$ cat src/rtl/ap_pkg.sv
// Shared types and constants for the associative-processor host sequencer.
package ap_pkg;

  typedef enum logic [2:0] {
    OP_OR   = 3'd0,
    OP_XOR  = 3'd1,
    OP_AND  = 3'd2,
    OP_NOT  = 3'd3,
    OP_ADD  = 3'd4,
    OP_SUB  = 3'd5,
    OP_MULT = 3'd6
  } op_e;

  localparam logic [2:0] OP_ILLEGAL = 3'd7;

  localparam logic [1:0] COL_A = 2'd0;
  localparam logic [1:0] COL_B = 2'd1;
  localparam logic [1:0] COL_C = 2'd2;

  typedef enum logic [3:0] {
    ST_IDLE,
    ST_CLR0,
    ST_CLR1,
    ST_LOAD_A,
    ST_LOAD_B,
    ST_COMPUTE,
    ST_RD_ISSUE,
    ST_RD_WAIT,
    ST_RD_OUT,
    ST_FIN
  } state_e;

endpackage

$ cat src/rtl/ap_host_timeout.sv
// Loadable down-counter guarding the wait for AP completion.
module ap_host_timeout #(
  parameter int unsigned TIMEOUT_CYC = 65535
) (
  input  logic clk,
  input  logic rst_n,
  input  logic load,
  input  logic en,
  output logic expired_c
);

  localparam int unsigned CNT_W = $clog2(TIMEOUT_CYC + 1);

  logic [CNT_W-1:0] cnt;

  always_ff @(posedge clk or negedge rst_n) begin
    if (!rst_n) begin
      cnt <= '0;
    end else if (load) begin
      cnt <= CNT_W'(TIMEOUT_CYC);
    end else if (en && (cnt != '0)) begin
      cnt <= cnt - CNT_W'(1);
    end
  end

  // Fires in the last enabled cycle so the caller leaves after exactly TIMEOUT_CYC cycles.
  assign expired_c = en && (cnt == CNT_W'(1));

endmodule

$ cat src/rtl/ap_host_ctrl.sv
// Job sequencer in front of the associative processor: clear, load A/B, compute, drain C.
module ap_host_ctrl
  import ap_pkg::*;
#(
  parameter int unsigned WORD_SIZE   = 8,
  parameter int unsigned CELL_QUANT  = 512,
  parameter int unsigned ADDR_W      = $clog2(CELL_QUANT),
  parameter int unsigned READ_LAT    = 1,
  parameter int unsigned TIMEOUT_CYC = 65535
) (
  input  logic                 CLK100MHZ,
  input  logic                 rst_n,
  input  logic                 start,
  input  logic [2:0]           op_cmd,
  output logic                 busy,
  output logic                 done,
  output logic                 err,
  input  logic                 in_valid,
  output logic                 in_ready,
  input  logic [WORD_SIZE-1:0] in_a,
  input  logic [WORD_SIZE-1:0] in_b,
  output logic                 out_valid,
  input  logic                 out_ready,
  output logic [WORD_SIZE-1:0] out_data,
  output logic [ADDR_W-1:0]    ap_addr,
  output logic [WORD_SIZE-1:0] ap_data,
  output logic                 ap_rst,
  output logic                 ap_mode,
  output logic [2:0]           ap_cmd,
  output logic [1:0]           ap_sel_col,
  output logic                 ap_sel_internal_col,
  output logic                 ap_write_en,
  output logic                 ap_read_en,
  input  logic [WORD_SIZE-1:0] ap_data_out,
  input  logic                 ap_state_irq
);

  localparam int unsigned LAT_W = (READ_LAT > 1) ? $clog2(READ_LAT) : 1;

  state_e               state;
  op_e                  cmd_q;
  logic [WORD_SIZE-1:0] b_q;
  logic [LAT_W-1:0]     lat_q;
  logic                 last_c;
  logic                 tmo_load_c;
  logic                 tmo_en_c;
  logic                 tmo_expired_c;

  assign last_c     = (ap_addr == ADDR_W'(CELL_QUANT - 1));
  assign tmo_load_c = (state != ST_COMPUTE);
  assign tmo_en_c   = (state == ST_COMPUTE);

  ap_host_timeout #(
    .TIMEOUT_CYC(TIMEOUT_CYC)
  ) u_timeout (
    .clk      (CLK100MHZ),
    .rst_n    (rst_n),
    .load     (tmo_load_c),
    .en       (tmo_en_c),
    .expired_c(tmo_expired_c)
  );

  // The A write lands in the handshake cycle itself, so its enable/data follow in_valid directly.
  assign ap_write_en = (state == ST_LOAD_B) | (in_ready & in_valid);
  assign ap_data     = (state == ST_LOAD_B) ? b_q : (in_ready ? in_a : '0);

  // Outputs are registered alongside the state change so they describe the state being entered.
  always_ff @(posedge CLK100MHZ or negedge rst_n) begin
    if (!rst_n) begin
      state               <= ST_IDLE;
      cmd_q               <= OP_OR;
      b_q                 <= '0;
      lat_q               <= '0;
      busy                <= 1'b0;
      done                <= 1'b0;
      err                 <= 1'b0;
      in_ready            <= 1'b0;
      out_valid           <= 1'b0;
      out_data            <= '0;
      ap_addr             <= '0;
      ap_rst              <= 1'b0;
      ap_mode             <= 1'b0;
      ap_cmd              <= 3'd0;
      ap_sel_col          <= COL_A;
      ap_sel_internal_col <= 1'b0;
      ap_read_en          <= 1'b0;
    end else begin
      done <= 1'b0;
      err  <= 1'b0;
      unique case (state)
        ST_IDLE: begin
          if (start) begin
            if (op_cmd == OP_ILLEGAL) begin
              err <= 1'b1;
            end else begin
              cmd_q               <= op_e'(op_cmd);
              ap_addr             <= '0;
              busy                <= 1'b1;
              ap_rst              <= 1'b1;
              ap_sel_internal_col <= 1'b0;
              state               <= ST_CLR0;
            end
          end
        end
        ST_CLR0: begin
          ap_sel_internal_col <= 1'b1;
          state               <= ST_CLR1;
        end
        ST_CLR1: begin
          ap_rst              <= 1'b0;
          ap_sel_internal_col <= 1'b0;
          in_ready            <= 1'b1;
          ap_sel_col          <= COL_A;
          state               <= ST_LOAD_A;
        end
        ST_LOAD_A: begin
          if (in_valid) begin
            b_q        <= in_b;
            in_ready   <= 1'b0;
            ap_sel_col <= COL_B;
            state      <= ST_LOAD_B;
          end
        end
        ST_LOAD_B: begin
          ap_sel_col <= COL_A;
          if (last_c) begin
            ap_addr <= '0;
            ap_mode <= 1'b1;
            ap_cmd  <= cmd_q;
            state   <= ST_COMPUTE;
          end else begin
            ap_addr  <= ap_addr + ADDR_W'(1);
            in_ready <= 1'b1;
            state    <= ST_LOAD_A;
          end
        end
        ST_COMPUTE: begin
          if (ap_state_irq) begin
            ap_mode    <= 1'b0;
            ap_cmd     <= 3'd0;
            ap_read_en <= 1'b1;
            ap_sel_col <= COL_C;
            state      <= ST_RD_ISSUE;
          end else if (tmo_expired_c) begin
            ap_mode <= 1'b0;
            ap_cmd  <= 3'd0;
            busy    <= 1'b0;
            err     <= 1'b1;
            state   <= ST_IDLE;
          end
        end
        ST_RD_ISSUE: begin
          ap_read_en <= 1'b0;
          lat_q      <= '0;
          state      <= ST_RD_WAIT;
        end
        ST_RD_WAIT: begin
          if (lat_q == LAT_W'(READ_LAT - 1)) begin
            out_data  <= ap_data_out;
            out_valid <= 1'b1;
            state     <= ST_RD_OUT;
          end else begin
            lat_q <= lat_q + LAT_W'(1);
          end
        end
        ST_RD_OUT: begin
          if (out_ready) begin
            out_valid <= 1'b0;
            if (last_c) begin
              done  <= 1'b1;
              state <= ST_FIN;
            end else begin
              ap_addr    <= ap_addr + ADDR_W'(1);
              ap_read_en <= 1'b1;
              state      <= ST_RD_ISSUE;
            end
          end
        end
        ST_FIN: begin
          busy       <= 1'b0;
          ap_addr    <= '0;
          ap_sel_col <= COL_A;
          state      <= ST_IDLE;
        end
        default: state <= ST_IDLE;
      endcase
    end
  end

endmodule

$ cat config.mk
export PLATFORM = sky130hd
export DESIGN_NAME = ap_host_ctrl
export DESIGN_NICKNAME = d
export VERILOG_FILES = /design/src/rtl/ap_pkg.sv /design/src/rtl/ap_host_timeout.sv /design/src/rtl/ap_host_ctrl.sv
export SDC_FILE = /design/constraint.sdc
export NUM_CORES = 1
export LEC_CHECK = 0
export ABC_CLOCK_PERIOD_IN_PS = 4800
export CORE_UTILIZATION = 54
export DETAILED_ROUTE_END_ITERATION = 10
export HOLD_SLACK_MARGIN = 0.06
export MAX_ROUTING_LAYER = met4
export PLACE_DENSITY_LB_ADDON = 0.3
export SYNTH_ARGS = -nofsm -noshare
export SYNTH_HDL_FRONTEND = slang
export SYNTH_SLANG_ARGS = --single-unit
$ cat constraint.sdc
create_clock -name CLK100MHZ -period 4.8 [get_ports CLK100MHZ]
set_clock_uncertainty 0.05 [all_clocks]
set_input_delay 0.96 -clock CLK100MHZ [delete_from_list [all_inputs] [get_ports CLK100MHZ]]
set_output_delay 0.96 -clock CLK100MHZ [all_outputs]
set_load 0.05 [all_outputs]
# Yosys cells after proc, flatten, opt, wreduce, memory -nomap -nowiden
# Index checks and enable logic that the tools add are counted.
totals:
  reg_bits: 63
  out_inout_bits: 40
classes:
  addsub: 3
  n_eq_ne: 25
  mux: 58
  n_bitwise: 4
  reduce_logical: 29
ops:
  columns: ["operator", "n"]
  rows:
  - ["$mux 9", 5]
  - ["$pmux 4 s9", 1]
  - ["$pmux 9 s4", 1]
  - ["$mux 16", 2]
  - ["$mux 4", 8]
  - ["$mux 1", 22]
  - ["$ne 2x2->1 const B", 11]
  - ["$reduce_and 3->1", 7]
  - ["$eq 16x1->1 const B", 1]
  - ["$eq 4x3->1 const B", 4]
  - ["$mux 8", 2]
  - ["$reduce_bool 16->1", 1]
  - ["$sub 16x1->16 const B", 1]
  - ["$reduce_bool 3->1", 5]
  - ["$mux 3", 4]
  - ["$pmux 1 s3", 4]
  - ["$pmux 1 s2", 5]
  - ["$reduce_and 5->1", 2]
  - ["$reduce_bool 2->1", 5]
  - ["$add 9x1->9 const B", 1]
  - ["$eq 9x9->1 const B", 1]
  - ["$eq 4x2->1 const B", 2]
  - ["$eq 4x4->1 const B", 2]
  - ["$pmux 2 s3", 1]
  - ["other kinds (17)", 21]

# Depth between registers and ports, before layout
# Gate-level depths: netlist of run 1.
depth:
  word_depth: 5
  mapped_depth: 12
  depth_no_buf: 10

# Modules after synthesis
# Synthesis of run 1 repeated with hierarchy kept, for this count alone.
unflattened:
  cells_unflattened: 341
  area_unflattened_um2: 3455.8
modules_own_cells:
  columns: ["mod", "instances", "cells_per_inst", "area_per_inst_um2", "seq_area_each_um2"]
  rows:
  - ["ap_host_ctrl", 1, 238, 2453.6, 1151.1]
  - ["ap_host_timeout", 1, 103, 1002.2, 400.4]

# Least setup slack after synthesis of run 1
# No wires, ideal clock.
synth_path:
  path_type: "reg-to-reg"
  startpoint: "register ap_addr[0]"
  endpoint: "register ap_addr[5]"
  t_arrival_ps: 2984
  path_slack_ps: 1655
  stages_incl_launch_ff: 13
  n_path_buf: 2
  period_less_slack_ps: 3145
  cell_sequence: "dfrtp_1 ha_1 and3_1 and3_1 and3_1 ha_1 buf_2 nor2b_1 nor2_1 o311a_1 or2_2 clkbuf_1 o41ai_1"
synth_via:
  elab_chain_cells: 4
  elab_cells_between_ends: 8
synth_rtl:
  columns: ["element", "line_no", "rtl"]
  rows:
  - ["start, declared", "ap_host_ctrl.sv:25", "output logic [ADDR_W-1:0] ap_addr,"]
  - ["start signal, assigned", "ap_host_ctrl.sv:132", "ap_addr <= ap_addr + ADDR_W'(1);"]
  - ["start signal, assigned", "ap_host_ctrl.sv:173", "ap_addr <= ap_addr + ADDR_W'(1);"]
  - ["$add 9x1->9", "ap_host_ctrl.sv:132, ap_host_ctrl.sv:173", null]
  - ["$mux 9", "ap_host_ctrl.sv:169", "if (last_c) begin"]
  - ["$mux 9", "ap_host_ctrl.sv:167", "if (out_ready) begin"]
  - ["$pmux 9 s4", "ap_host_ctrl.sv:90", "unique case (state)"]
# Several ways; a longest one is shown, not always the timed one. The select of a mux whose other input is x is not followed.
# A chain may end at the register's enable or synchronous reset.

# Final worst setup path of run 1
layout_path:
  startpoint: "register state[1]"
  endpoint: "output ap_data[1]"
layout_via:
  elab_chain_cells: 2
layout_rtl:
  columns: ["element", "line_no", "rtl"]
  rows:
  - ["start, declared", "ap_host_ctrl.sv:40", "state_e state;"]
  - ["start signal, assigned", "ap_host_ctrl.sv:70", "state <= ST_IDLE;"]
  - ["start signal, assigned", "ap_host_ctrl.sv:101", "state <= ST_CLR0;"]
  - ["start signal, assigned", "ap_host_ctrl.sv:107", "state <= ST_CLR1;"]
  - ["$eq 4x3->1", "ap_host_ctrl.sv:65", "assign ap_data = (state == ST_LOAD_B) ? b_q : (in_ready ? in_a : '0);"]
  - ["$mux 8", "ap_host_ctrl.sv:65", null]
  - ["end, declared", "ap_host_ctrl.sv:26", "output logic [WORD_SIZE-1:0] ap_data,"]
# No other way between the ends.

==> results list, run 1 <==
- Die height: 79.4 um
- The tree built by TritonCTS fans out to 62 sinks.
- Horiz. Die Dim: 79.4 um
- During placement, the flow inserted port buffers numbering 72.
- The analysis attributes to cell leakage a power of 1.64 nW.
* Unrepaired setup endpoints after global routing: no
- For this design the ratio of total power to cell area is 531 nW/um^2.
- Pin placement for this block handled 73 I/O pins.
- For this run, the detailed router's first-pass iteration total came to 4.
* Initial core utilization: 57.4%
- At the end of routability-driven placement, the weighted congestion stood at 0.874.
- Residual DRC count: 0
- Count of pins over their slew limit: 0
- The share of the Yosys chip area taken by registers is 47.9%.
- Final Util: 73.8%
* Clock root buffer master: sky130_fd_sc_hd__clkbuf_8
- Worst-skew pair later-pin latency: 330 ps
- Antenna-violating nets left: 0
- Timing analysis after detailed placement gives a worst setup slack of 1310 ps.
- The finished cells cover 4170 sq um.
- Worst Path Required: 3790 ps
* Count of unique library cells instantiated by Yosys: 54
- The tightest min-delay check is of the reg -> reg type.
* Cell area after synthesis: 3240 sq um
- Summing all placed instances gives a cell area of 4000 sq um.
* Post-detail-place hpwl: 5.12 mm
- Fmax: 268 MHz
- Yosys printed 0 warnings.
- After filler insertion, the fill cell instance count of the layout stands at 396.
* Resize count post-CTS: 0
- For the worst setup path, the data arrival time is 2720 ps.
- Vias in the first global route: 2633
- Dividing the detail-routed wire length by the instance count gives 14.8 um.
- Overall Power: 2.21 mW
- Area of all sequential standard cells: 1550 sq um
- In this run the worst path has a maximum fanout of 21.
* Worst hold margin: 440 ps
* Mean instance size in the synthesized netlist: 9.63 sq um
- The initial antenna violation count came to 0.
- Measured slew at the worst slew-check pin: 926 ps
- The longest clock path from root to sink contains 2 buffers.
- After clock tree synthesis, the clock-pin slew on the worst setup and hold paths is 60 ps.
- Multi-input gate area in the final layout: 1600 sq um
* Number of buffers inserted for hold repair after clock tree synthesis: 0
- The clock period could shrink to 3730 ps.
- The worst setup path is of the reg -> out kind.
- Setup-violating endpoint count in the final report: 0
- When the netlist entered floorplanning its net count stood at 374.
- Highest ir drop seen on vdd: 0.000435 V
- Number of diodes: 0
* Post-CTS Setup Inserts: 0
- CTS H-tree depth: 3
- Cell count after synthesis: 336
- First-iteration detailed-routing DRC count: 236
* Slack of the critical path: 1070 ps
- The detailed router placed 2779 vias in this run.
- Placed Cells incl. Taps: 465
* Flip-flop and latch count after synthesis: 62
- The finished layout holds 480 standard cells, fillers aside.
- First-pass GRT wire length: 12.2 mm
- In the final timing run, aggregate negative setup slack is 0 ps.
- Synth Flop Type: sky130_fd_sc_hd__dfrtp_1
- In this run the core area contains 27 standard-cell rows.
- Number of synthesized flops with an enable pin: 0
- Compared with the post-synthesis result, the final layout area differs by 28.7%.
- Max-cap violations in this run came to 0.
- The run finished with clean final reports.
- Summed over all layers, the global routing overflow is 0.
* Net total in the final layout: 442
* Die outline area: 6310 sq um
* Vias per std cell: 5.79
- Entering global routing, the biggest net connects 34 pins.
- Summed over all layers, the routed wires come to 7.09 mm.
* Async SR Flop Fraction: 100%
- Of the cells placed in the final design, the portion with a size suffix greater than 1 is 11.0%.
- Headroom to the max-slew limit came out at 38.2%.
* GRT Resource Usage Total: 25.8%
- Final period util: 77.7%
- STA classifies the critical path endpoint as an output pin.
- TritonCTS built the clock tree.
* Setup crit start kind: flop
* Final number of hold-violating endpoints: 0
* Cts bufs inserted: 9
- The core region is 5640 sq um.
## synthesized netlist by cell type, types with 2 or more instances
library cell | n | area share (%)
sky130_fd_sc_hd__or2_2 | 3 | 0.58
sky130_fd_sc_hd__nand2_1 | 53 | 6.1
sky130_fd_sc_hd__a22o_1 | 3 | 0.81
sky130_fd_sc_hd__clkbuf_1 | 12 | 1.4
sky130_fd_sc_hd__a21oi_1 | 8 | 1.2
sky130_fd_sc_hd__a32o_1 | 4 | 1.2
sky130_fd_sc_hd__o211ai_1 | 2 | 0.46
sky130_fd_sc_hd__nand2b_1 | 8 | 1.5
sky130_fd_sc_hd__dfrtp_1 | 62 | 48
sky130_fd_sc_hd__o31ai_1 | 4 | 0.93
sky130_fd_sc_hd__nor3_1 | 6 | 0.93
sky130_fd_sc_hd__xnor2_1 | 11 | 3.0
sky130_fd_sc_hd__inv_1 | 7 | 0.81
sky130_fd_sc_hd__a31oi_1 | 4 | 0.77
sky130_fd_sc_hd__nand3_1 | 12 | 1.9
sky130_fd_sc_hd__nor2_1 | 21 | 2.4
sky130_fd_sc_hd__ha_1 | 5 | 1.9
sky130_fd_sc_hd__or4_1 | 4 | 0.93
sky130_fd_sc_hd__nor2b_1 | 8 | 1.5
sky130_fd_sc_hd__nor3b_1 | 2 | 0.46
sky130_fd_sc_hd__mux2_2 | 19 | 6.6
sky130_fd_sc_hd__o21ai_0 | 31 | 4.8
sky130_fd_sc_hd__and3_1 | 4 | 0.77
sky130_fd_sc_hd__a21boi_0 | 3 | 0.70
sky130_fd_sc_hd__or3_1 | 2 | 0.39
sky130_fd_sc_hd__buf_2 | 3 | 0.46
sky130_fd_sc_hd__nor4_1 | 6 | 1.2
sky130_fd_sc_hd__nand4_1 | 3 | 0.58
## critical path, cell delays in order, from the launching register on
cell                              delay [ps]
sky130_fd_sc_hd__dfrtp_1                 620
sky130_fd_sc_hd__or2_2                   440
sky130_fd_sc_hd__nor2_1                  110
sky130_fd_sc_hd__buf_4                   230
sky130_fd_sc_hd__nand2_1                  80
sky130_fd_sc_hd__o21ai_0                  70
sky130_fd_sc_hd__clkdlybuf4s50_1         830
## placed cells by master (no fill, tap or decap), types with 5 or more instances in the layout
master	Yosys	layout
sky130_fd_sc_hd__a21oi_1	8	8
sky130_fd_sc_hd__clkbuf_8	0	11
sky130_fd_sc_hd__clkdlybuf4s50_1	0	71
sky130_fd_sc_hd__dfrtp_1	62	62
sky130_fd_sc_hd__ha_1	5	5
sky130_fd_sc_hd__inv_1	7	7
sky130_fd_sc_hd__mux2_2	19	19
sky130_fd_sc_hd__nand2_1	53	53
sky130_fd_sc_hd__nand2b_1	8	8
sky130_fd_sc_hd__nand3_1	12	12
sky130_fd_sc_hd__nor2_1	21	21
sky130_fd_sc_hd__nor2b_1	8	8
sky130_fd_sc_hd__nor3_1	6	6
sky130_fd_sc_hd__nor4_1	6	6
sky130_fd_sc_hd__o21ai_0	31	31
sky130_fd_sc_hd__xnor2_1	11	11
## sequential cells by signal, summed over array words and instances (netlist names), 2 cells and up
register and flops:
cmd_q 3, u_timeout.cnt 16, out_data 8, b_q 8
ap_sel_col 2, ap_cmd 3, state 4, ap_addr 9
## layout make-up
class / count / area share [%]
tap: 72 / 2.16
clock buffer: 14 / 3.91
timing repair buffer: 74 / 17.5
sequential: 62 / 37.2
clock inverter: 1 / 0.120
inverter: 7 / 0.631
multi-input combinational: 250 / 38.4
## final timing paths
check / start / end / slack, ps / cells after the start
setup / recovery: state[1] / ap_data[1] / 1070 / 6
hold / removal: ap_cmd[0] / ap_cmd[0] / 440 / 1
setup reg to reg: ap_addr[0] / ap_addr[5] / 1600 / 10
hold reg to reg: ap_cmd[0] / ap_cmd[0] / 440 / 1
max in group asynchronous: rst_n / out_data[5] / 3230 / 2
min in group asynchronous: rst_n / u_timeout.cnt[13] / 630 / 1
## routing by layer
metal	wire, um	up-vias	track usage, %
li1	-	1329	-
met2	3410	84	39.5
met3	399	8	5.26
met5	0	-	-
met4	94	0	12.2
met1	3180	1358	32.8
## where the power goes
group          internal [mW]  switching, mW
sequential             0.653          0.140
combinational          0.392          0.630
clock                  0.212          0.182
## cell families after synthesis
logic type	Yosys count	share of synthesized area, %
buffers and inverters	24	3.13
AOI/OAI and AO/OA	73	14.8
and+or+nand+nor	141	22.3
muxes	20	6.92
adders and majority gates	5	1.93
xor gates and xnor gates	11	2.98
DFF	62	47.9
Note: power is estimated with default switching activity, not from simulation.
==> inputs of run 2 (changes only) <==
ABC_CLOCK_PERIOD_IN_PS = 3300   (was 4800)
CORE_UTILIZATION = 46   (was 54)
clock period = 3.3 ns   (was 4.8 ns; I/O delays follow)
==> results list, run 2 (synthesis results as in run 1) <==
- Number of cell instances on the worst register-to-register path: 10 (unchanged)
* Count of pins over their slew limit: 0 (unchanged)
- The combinational power share is 49.7% (+3.4 points).
- Die height: 85.9 um (+8.1%)
- The sequential share of power is 33.6% (-2.3 points).
- Final number of hold-violating endpoints: 0 (unchanged)
- The CTS buffer count was 9 (unchanged).
- GRT Resource Usage Total: 22.0% (-3.7 points)
* Ratio of total power to cell area: 769 nW/um^2 (+45%)
* Final period util: 92.5%
- Core footprint: 6790 sq um (+20%)
- The average via count per standard cell came to 5.53 (-4.5%).
- Placed Cells incl. Taps: 494 (+6.2%)
- The maximum level of the CTS H-tree came to 3 (unchanged).
- Accumulated negative setup slack: 0 ps (unchanged)
- Launch instance of the worst register-to-register path: ap_addr[0]
* First-iteration detailed-routing DRC count: 235 (-0.42%)
- The post-detailed-route count of antenna-violating nets was 0 (unchanged).
- The number of standard cells in the layout, taps in and fillers out was 508 (+5.8%).
* Setup-violating endpoint count in the final report: 0 (unchanged)
* Setup crit start kind: flop
* Endpoint of the lowest-slack register-to-register path: ap_addr[5]
* Die outline area: 7380 sq um (+17%)
- Clock network fraction of design power: 16.7% (-1.2 points)
- Fmax: 328 MHz
- The maximum fanout count along the critical path came to 12 (-43%).
- The number of primary I/O pins came to 73 (unchanged).
- Switch share: 42.6% (-0.47 points)
- Reg2Reg Setup Slack: 250 ps (-1350 ps)
* Pre-antenna DRT Iters: 6 (+2)
- Worst Path Required: 3480 ps (-310 ps)
- First-pass GRT wire length: 12.4 mm (+1.6%)
- The maximum clock path buffer count was 2 (unchanged).
* Vias in the first global route: 2702 (+2.6%)
- Antenna violations before repair: 0 (unchanged)
* Post-detail-place hpwl: 5.29 mm (+3.1%)
- CTS tree: built
- Worst slack at placement: 301 ps (-1010 ps)
* Status: complete, no violations
- The largest net degree at the start of global routing was 24 (-29%).
- The slew at the pin with the worst max-slew slack was 594 ps (-332 ps).
- The CTS clock-pin slew for the worst setup and hold paths came to 70 ps (about the same).
- The worst hold margin is 202 ps (-238 ps).
* Largest registers: u_timeout.cnt: 16 flops, ap_addr: 9 flops
- The worst setup path is of the reg -> reg kind.
- Clock root buffer master: sky130_fd_sc_hd__clkbuf_8
- STA classifies the critical path endpoint as a flop.
- Worst-skew pair later-pin latency: 340 ps (about the same)
- Number of flip-flops under the largest register name: 16 (unchanged)
* Reg with most FFs: u_timeout.cnt
- The area taken by multi-input logic gates came to 1590 sq um (-0.55%).
- Residual DRC count: 0 (unchanged)
* Slack of the critical path: 248 ps (-822 ps)
- The internal power came to 1.89 mW (+50%).
- The fill cell instance count of the final layout came to 562 (+42%).
- The reported net switching power came to 1.40 mW (+48%).
- Compared with the post-synthesis result, the final layout area differs by 32.5%.
* Min-Delay Path Class: in -> async
- The peak ir drop on the vdd network is 0.000457 V (+5.0%).
- The worst path needs 3050 ps of the cycle, external delays included.
- Post-CTS Setup Inserts: 0 (unchanged)
- The detailed-route wire length is 7.31 mm (+3.1%).
* Number of I/O port buffers: 72 (unchanged)
* Num rows: 30 (+11%)
* Most frequent cells in the layout: 62 x sky130_fd_sc_hd__dfrtp_1, 62 x sky130_fd_sc_hd__clkdlybuf4s50_1, 53 x sky130_fd_sc_hd__nand2_1
- Detail-routed net length per standard cell: 14.4 um (-2.5%)
- The CTS sink count was 62 (unchanged).
* Fraction of final layout cells with drive strength greater than 1: 14.3% (+3.3 points)
* Net total in the final layout: 447 (+1.1%)
- Horiz. Die Dim: 85.9 um (+8.1%)
- The number of antenna diodes was 0 (unchanged).
- Final global-route overflow total: 0 (unchanged)
* Overall Power: 3.30 mW (+49%)
* Unrepaired setup endpoints after global routing: no
- The number of gates resized after cts came to 0 (unchanged).
- The register area came to 1550 sq um (unchanged).
- Number of buffers inserted for hold repair after clock tree synthesis: 0 (unchanged)
- Slew margin rel.: 60.1% (+22 points)
- Initial core utilization: 47.6% (-9.7 points)
- Placer Congestion: 0.975 (+12%)
* Via total after detailed routing: 2810 (+1.1%)
* Data arrival time of the critical path: 3230 ps (+510 ps)
- The number of violations of the max-capacitance limit was 0 (unchanged).
- The leakage component of the power is 1.70 nW (+3.8%).
run 2: how the worst max path moves through the flow:
stage	startpoint	endpoint	cells past startpoint
6_report	ap_addr[0]	ap_addr[5]	10
4_1_cts	ap_addr[0]	ap_addr[5]	10
3_5_place_dp	ap_addr[0]	ap_addr[5]	10
5_1_grt	ap_addr[0]	ap_addr[5]	10
3_3_place_gp	ap_addr[0]	ap_addr[5]	10
2_1_floorplan	ap_addr[0]	ap_addr[5]	12
run 2: area by class of cell:
type                       count  share of cell area, %
clock buffer                  12                   3.38
clock inverter                 2                  0.233
inverter                       7                  0.613
sequential                    62                   36.2
timing repair buffer          79                   19.7
tap                           96                   2.80
multi-input combinational    250                   37.1
run 2: metal layers:
metal / wire length, um / track usage, %
met3: 476 / 4.52
met4: 193 / 11.5
met5: 0 / -
met2: 3270 / 32.5
met1: 3370 / 28.7
run 2: power groups by stage:
stage,combinational (mW),sequential (mW),clock [mW]
floorplan,0.773,1.40,0
global placement,1.62,1.11,0
detailed placement,1.64,1.12,0
CTS,1.64,1.11,0.568
global route,1.75,1.13,0.599
finish,1.64,1.11,0.551
run 2: through the flow:
stage,utilization [%],cell area [sq um]
after floorplan,-,3240
after global placement,60.8,4130
after CTS,63.1,4290
final,63.1,4290
after global routing,63.1,4290
after detailed placement,60.8,4130
run 2: worst max-delay path, cell delays in order (launching register included):
cell and delay, ps:
sky130_fd_sc_hd__dfrtp_1 430, sky130_fd_sc_hd__ha_1 260, sky130_fd_sc_hd__and3_1 210, sky130_fd_sc_hd__and3_1 200, sky130_fd_sc_hd__and3_1 210, sky130_fd_sc_hd__ha_1 210, sky130_fd_sc_hd__nor2b_1 230, sky130_fd_sc_hd__nor2_1 70
sky130_fd_sc_hd__o311a_1 430, sky130_fd_sc_hd__or2_2 400, sky130_fd_sc_hd__o41ai_1 240
